$ cat config.mk
export PLATFORM = sky130hd
export DESIGN_NAME = cdb_arbiter_flat
export DESIGN_NICKNAME = d
export VERILOG_FILES = /design/src/rtl/cdb_arbiter_if.sv /design/src/rtl/cdb_arbiter.sv /design/src/flat_wrapper.sv
export SDC_FILE = /design/constraint.sdc
export NUM_CORES = 1
export LEC_CHECK = 0
export CAP_MARGIN = 20
export CELL_PAD_IN_SITES_DETAIL_PLACEMENT = 1
export CELL_PAD_IN_SITES_GLOBAL_PLACEMENT = 1
export CORE_MARGIN = 2
export CORE_UTILIZATION = 40
export DETAILED_ROUTE_END_ITERATION = 7
export PLACE_DENSITY_LB_ADDON = 0.1
export SLEW_MARGIN = 20
export SYNTH_ARGS = -nofsm -noshare
export SYNTH_HDL_FRONTEND = slang
export SYNTH_SLANG_ARGS = --single-unit
$ cat constraint.sdc
create_clock -name clock -period 8.2 [get_ports clock]
set_input_delay 1.23 -clock clock [delete_from_list [all_inputs] [get_ports clock]]
set_output_delay 1.23 -clock clock [all_outputs]
set_load 0.01 [all_outputs]
$ cat src/rtl/cdb_arbiter_if.sv
// Requester/CDB bundle for cdb_arbiter: functional-unit result requests in,
// registered common-data-bus lanes out.
interface cdb_arbiter_if #(
   parameter int N       = 2,
   parameter int NUM_REQ = 4,
   parameter int T_W     = 6,
   parameter int D_W     = 32
);
   // Handshake: a result moves from requester i in any cycle where
   // req_valid[i] && req_ready[i]; req_ready never depends on req_ready or cdb_*.
   logic [NUM_REQ-1:0]          req_valid;
   logic [NUM_REQ-1:0][T_W-1:0] req_t;
   logic [NUM_REQ-1:0][D_W-1:0] req_data;
   logic [NUM_REQ-1:0]          req_taken;
   logic                        br_en;
   logic [NUM_REQ-1:0]          req_ready;
   logic [N-1:0]                cdb_valid;
   logic [N-1:0][T_W-1:0]       cdb_t;
   logic [N-1:0][D_W-1:0]       cdb_data;
   logic                        cdb_taken;

   modport master (
      output req_valid, req_t, req_data, req_taken, br_en,
      input  req_ready, cdb_valid, cdb_t, cdb_data, cdb_taken
   );

   modport slave (
      input  req_valid, req_t, req_data, req_taken, br_en,
      output req_ready, cdb_valid, cdb_t, cdb_data, cdb_taken
   );
endinterface

$ cat src/rtl/cdb_arbiter.sv
// Round-robin CDB arbiter: grants up to N of NUM_REQ requesters per cycle onto
// registered lanes. Define CDB_BR_PRIO_EN to pin the branch requester to lane 0.
module cdb_arbiter #(
   parameter int N       = 2,
   parameter int NUM_REQ = 4,
   parameter int BR_REQ  = 0,
   parameter int T_W     = 6,
   parameter int D_W     = 32,
   localparam int PTR_W  = (NUM_REQ > 1) ? $clog2(NUM_REQ) : 1
) (
   input  logic             clock,
   input  logic             reset,
   cdb_arbiter_if.slave     bus,
   output logic [PTR_W-1:0] o_rr_ptr
);

`ifdef CDB_BR_PRIO_EN
   localparam bit BR_PRIO = 1'b1;
`else
   localparam bit BR_PRIO = 1'b0;
`endif

   logic [PTR_W-1:0]          r_rr_ptr;
   logic [PTR_W-1:0]          w_rr_next;
   logic [PTR_W-1:0]          w_rr_adv;
   logic                      w_rr_any;
   logic [NUM_REQ-1:0]        w_grant;
   logic [N-1:0]              w_lane_valid;
   logic [N-1:0][T_W-1:0]     w_lane_t;
   logic [N-1:0][D_W-1:0]     w_lane_data;
   logic                      w_lane_taken;
   logic [N-1:0]              r_cdb_valid;
   logic [N-1:0][T_W-1:0]     r_cdb_t;
   logic [N-1:0][D_W-1:0]     r_cdb_data;
   logic                      r_cdb_taken;

   // State register: round-robin pointer
   always_ff @(posedge clock) begin
      if (reset) r_rr_ptr <= '0;
      else       r_rr_ptr <= w_rr_next;
   end

   // Next-state: squash freezes the pointer; a branch-priority grant never moves it
   always_comb begin
      w_rr_next = r_rr_ptr;
      if (!bus.br_en && w_rr_any) w_rr_next = w_rr_adv;
   end

   // Output logic: scan from r_rr_ptr, k-th grant fills lane k
   always_comb begin
      int               cnt;
      int               pos;
      logic [PTR_W-1:0] idx;
      logic [PTR_W-1:0] last;
      cnt          = 0;
      pos          = 0;
      idx          = '0;
      last         = r_rr_ptr;
      w_grant      = '0;
      w_lane_valid = '0;
      w_lane_t     = '0;
      w_lane_data  = '0;
      w_lane_taken = 1'b0;
      w_rr_any     = 1'b0;
      if (BR_PRIO && bus.req_valid[BR_REQ]) begin
         w_grant[BR_REQ] = 1'b1;
         w_lane_valid[0] = 1'b1;
         w_lane_t[0]     = bus.req_t[BR_REQ];
         w_lane_data[0]  = bus.req_data[BR_REQ];
         w_lane_taken    = bus.req_taken[BR_REQ];
         cnt             = 1;
      end
      for (int j = 0; j < NUM_REQ; j++) begin
         pos = int'(r_rr_ptr) + j;
         if (pos >= NUM_REQ) pos = pos - NUM_REQ;
         idx = PTR_W'(pos);
         if (bus.req_valid[idx] && (cnt < N) && !(BR_PRIO && (pos == BR_REQ))) begin
            for (int k = 0; k < N; k++) begin
               if (cnt == k) begin
                  w_lane_valid[k] = 1'b1;
                  w_lane_t[k]     = bus.req_t[idx];
                  w_lane_data[k]  = bus.req_data[idx];
                  if (k == 0) w_lane_taken = bus.req_taken[idx];
               end
            end
            w_grant[idx] = 1'b1;
            cnt          = cnt + 1;
            last         = idx;
            w_rr_any     = 1'b1;
         end
      end
      w_rr_adv = (int'(last) == NUM_REQ - 1) ? '0 : last + 1'b1;
   end

   assign bus.req_ready = w_grant & {NUM_REQ{~reset & ~bus.br_en}};

   // Lanes already carry zeros when invalid, so a plain register suffices
   always_ff @(posedge clock) begin
      if (reset || bus.br_en) begin
         r_cdb_valid <= '0;
         r_cdb_t     <= '0;
         r_cdb_data  <= '0;
         r_cdb_taken <= 1'b0;
      end else begin
         r_cdb_valid <= w_lane_valid;
         r_cdb_t     <= w_lane_t;
         r_cdb_data  <= w_lane_data;
         r_cdb_taken <= w_lane_taken;
      end
   end

   assign bus.cdb_valid = r_cdb_valid;
   assign bus.cdb_t     = r_cdb_t;
   assign bus.cdb_data  = r_cdb_data;
   assign bus.cdb_taken = r_cdb_taken;
   assign o_rr_ptr      = r_rr_ptr;

endmodule

$ cat src/flat_wrapper.sv
// flat-port wrapper written by rule: the top's interface ports become plain ports
module cdb_arbiter_flat 
#(
   parameter int N       = 2,
   parameter int NUM_REQ = 4,
   parameter int BR_REQ  = 0,
   parameter int T_W     = 6,
   parameter int D_W     = 32,
   localparam int PTR_W  = (NUM_REQ > 1) ? $clog2(NUM_REQ) : 1
)
  (clock, reset, o_rr_ptr, bus_req_valid, bus_req_t, bus_req_data, bus_req_taken, bus_br_en, bus_req_ready, bus_cdb_valid, bus_cdb_t, bus_cdb_data, bus_cdb_taken);
  cdb_arbiter_if #(.N(N), .NUM_REQ(NUM_REQ), .T_W(T_W), .D_W(D_W)) bus_i ();
  input  logic clock;
  input  logic reset;
  output logic [PTR_W-1:0] o_rr_ptr;
  input wire logic [$bits(bus_i.req_valid)-1:0] bus_req_valid;
  input wire logic [$bits(bus_i.req_t)-1:0] bus_req_t;
  input wire logic [$bits(bus_i.req_data)-1:0] bus_req_data;
  input wire logic [$bits(bus_i.req_taken)-1:0] bus_req_taken;
  input wire logic [$bits(bus_i.br_en)-1:0] bus_br_en;
  output wire logic [$bits(bus_i.req_ready)-1:0] bus_req_ready;
  output wire logic [$bits(bus_i.cdb_valid)-1:0] bus_cdb_valid;
  output wire logic [$bits(bus_i.cdb_t)-1:0] bus_cdb_t;
  output wire logic [$bits(bus_i.cdb_data)-1:0] bus_cdb_data;
  output wire logic [$bits(bus_i.cdb_taken)-1:0] bus_cdb_taken;
  assign bus_i.req_valid = bus_req_valid;
  assign bus_i.req_t = bus_req_t;
  assign bus_i.req_data = bus_req_data;
  assign bus_i.req_taken = bus_req_taken;
  assign bus_i.br_en = bus_br_en;
  assign bus_req_ready = bus_i.req_ready;
  assign bus_cdb_valid = bus_i.cdb_valid;
  assign bus_cdb_t = bus_i.cdb_t;
  assign bus_cdb_data = bus_i.cdb_data;
  assign bus_cdb_taken = bus_i.cdb_taken;
  cdb_arbiter #(.N(N), .NUM_REQ(NUM_REQ), .BR_REQ(BR_REQ), .T_W(T_W), .D_W(D_W)) u_core (.clock(clock), .reset(reset), .bus(bus_i), .o_rr_ptr(o_rr_ptr));
endmodule
==> flow_summary_export.csv <==
group,metric,value,unit
clock_network,cts_tree,"done",
clock_network,postCtsSetupRepairBufs,0,
status,status,"complete, no violations",
floorplan,start_util,0.4077,
drt,wl,29100,um
yosys,postSynthAreaPerCell,11.52,um^2
timing,slew_headroom,0.2463,
yosys,synth_ff_type,"dfxtp_1",
floorplan,die_area,20980,um^2
timing,max_freq,137.9,MHz
power_and_ir_drop,power.density,378.6,nW/um^2
timing,finalHoldViolations,0,
layout,area.growth.synth_to_final,35.47,%
layout,design_area,10750,um^2
layout,n_fill_cell,2012,
global_route,grt_pass1_vias,8148,
floorplan,die_w,144.8,um
timing,fin_worst_skew,9.238,ps
yosys,syn_inst,689,
place,portBuffers,247,
place,gp_congestion,0.8016,
yosys,ys.warnings.count,0,
layout,final_common_cell,"clkdlybuf4s50_1",
timing,rsz0062_at_grt,"false",
clock_network,clk_pin_slew,70,ps
layout,nets,1045,
drt,postRouteAntennaNets,0,
place,dp_hpwl,19480,um
clock_network,cts_resized,0,
clock_network,cts_root_buffer,"clkbuf_16",
timing,whs,853.2,ps
layout,multi_input_area,5889,um^2
power_and_ir_drop,irDropWorstVdd,0.0003002,V
hold_path,hold_path_class,"reg -> reg",
timing,fin_setup_tns,0,ps
place,dpl_cell_area,10420,um^2
clock_network,clk_latency,350,ps
yosys,synth.cell_area,7934,um^2
run,drv_cap,0,
clock_network,ctsHtreeMaxLevel,3,
timing,setup_viol,0,
yosys,yosysSeqAreaShare,0.2044,
floorplan,core_area,19460,um^2
drt,vias,7690,
timing,tightest_slew,1128,ps
drt,avgViaCountPerCell,6.734,
yosys,async_flop_share,0,
floorplan,row_count,51,
layout,drive_above_1_share,0.2249,
drt,drt-initial-drc-count,605,
timing,period_needed,7253,ps
worst_setup_path,crit_family,"adder cells",
floorplan,io_pins,248,
worst_setup_path,cp_cell_sequence,"clkinv_1, ha_4, mux4_2, ha_1, nand2b_1, o22ai_2, inv_2, fa_1, and2_1, nand2_1, a21oi_1, clkdlybuf4s50_1",
yosys,synthDistinctLibCells,46,
power_and_ir_drop,finalPower,4.070,mW
drt,drt_pass1_iterations,5,
clock_network,cts_sinks,81,
drt,drcViolationCount,0,
worst_setup_path,start_kind,"flop",
global_route,grt_pass1_wl,43910,um
worst_setup_path,worst_setup_path_end_kind,"output pin",
global_route,antenna_found_initial,0,
clock_network,ctsLongestPathBuffers,2,
yosys,ys_ff_latch,81,
worst_setup_path,crit_fanout,45,
drt,wire_per_inst,25.48,um
clock_network,cts_made_buffers,9,
power_and_ir_drop,power_leakage,3.467,nW
timing,maxSlewViolCount,0,
yosys,synth_nets,863,
global_route,grt_max_degree,77,
layout,final_cell_mix,"clkdlybuf4s50_1, mux4_2, nor2_1, dfxtp_1, a211oi_1",
layout,seq_area,1629,um^2
worst_setup_path,worst_path_max_delay_cell,"ha_4",
worst_setup_path,worst-path-buf-inv,3,
global_route,grt-ovfl-total,0,
yosys,synth_edf_count,0,
worst_setup_path,max_stage_delay,830,ps
global_route,track_usage,0.2745,
worst_setup_path,path_class,"reg -> out",
floorplan,die_y,144.8,um
clock_network,cts_hold_buf,0,
worst_setup_path,required,6970,ps
timing,finalCritPeriodShare,0.8845,
worst_setup_path,cp_data_arrival_time,6020,ps
area by class of cell:
class | instances | share of cell area
Antenna cell | 1 | 0.0002328
Clock buffer | 11 | 0.02258
Clock inverter | 5 | 0.007334
Inverter | 7 | 0.002445
Multi-Input combinational cell | 515 | 0.5480
Sequential cell | 81 | 0.1516
Tap cell | 265 | 0.03085
Timing Repair Buffer | 257 | 0.2370
registers in the layout, summed over array words and instances (netlist names), named ones only:
register / flops
u_core.bus.cdb_taken: 1
u_core.bus.cdb_data: 64
u_core.bus.cdb_t: 12
u_core.o_rr_ptr: 1
u_core.bus.cdb_valid: 2
logic make-up after synthesis:
group / synth area share
compound gates: 0.1870
simple gates: 0.07996
buf+inv: 0.05929
flops: 0.2044
mux: 0.4499
fa+ha+maj: 0.01829
xor+xnor: 0.001104
through the flow:
step | utilization | setup slack, ps | std cells
2_1_floorplan | - | 2404 | 689
3_3_place_gp | 0.5355 | 1672 | 1125
3_5_place_dp | 0.5355 | 1376 | 1125
4_1_cts | 0.5520 | 959.5 | 1141
5_1_grt | 0.5521 | 670.6 | 1141
6_report | 0.5522 | 947.4 | 1142
synthesized netlist by cell type, drive strengths merged (4+ instances only):
cell type	n	area share
a22o	38	0.042
clkbuf	28	0.013
dfxtp	81	0.20
ha	10	0.016
a22oi	35	0.033
mux2i	10	0.014
mux4	153	0.43
a222oi	4	0.0050
a221oi	34	0.038
nand2	19	0.0090
a21oi	9	0.0057
inv	6	0.0028
nand3	4	0.0025
a221o	4	0.0050
o21ai	7	0.0044
nor2	118	0.056
buf	58	0.043
a211oi	39	0.037
layer usage:
layer  global-route usage  vias to the layer above  share of wire
met5                    0                        -              0
met4               0.1068                        0          0.024
met3              0.05364                       47          0.083
met2               0.4826                      378           0.51
met1               0.3322                     4002           0.38
li1                     -                     3263              -
power breakdown:
group	switching (mW)	total [mW]	internal [mW]
registers	0.124	0.668	0.544
logic	1.49	2.94	1.44
clock network	0.187	0.462	0.275
total	1.81	4.07	2.26
worst min-delay path, stage by stage, from the launching register on:
cell     delay [ps]
dfxtp_4         540
xnor2_1         240
nor2_1           40
worst paths after layout:
kind / startpoint / end / slack [ps] / cells after the start
max: u_core.o_rr_ptr[1] / bus_req_ready[0] / 950 / 12
max reg2reg: u_core.o_rr_ptr[1] / u_core.bus.cdb_data[28] / 1650 / 13
min reg2reg: flop / flop / 850 / 2
min: flop / flop / 850 / 2
Power figures use the tool's default switching activity.
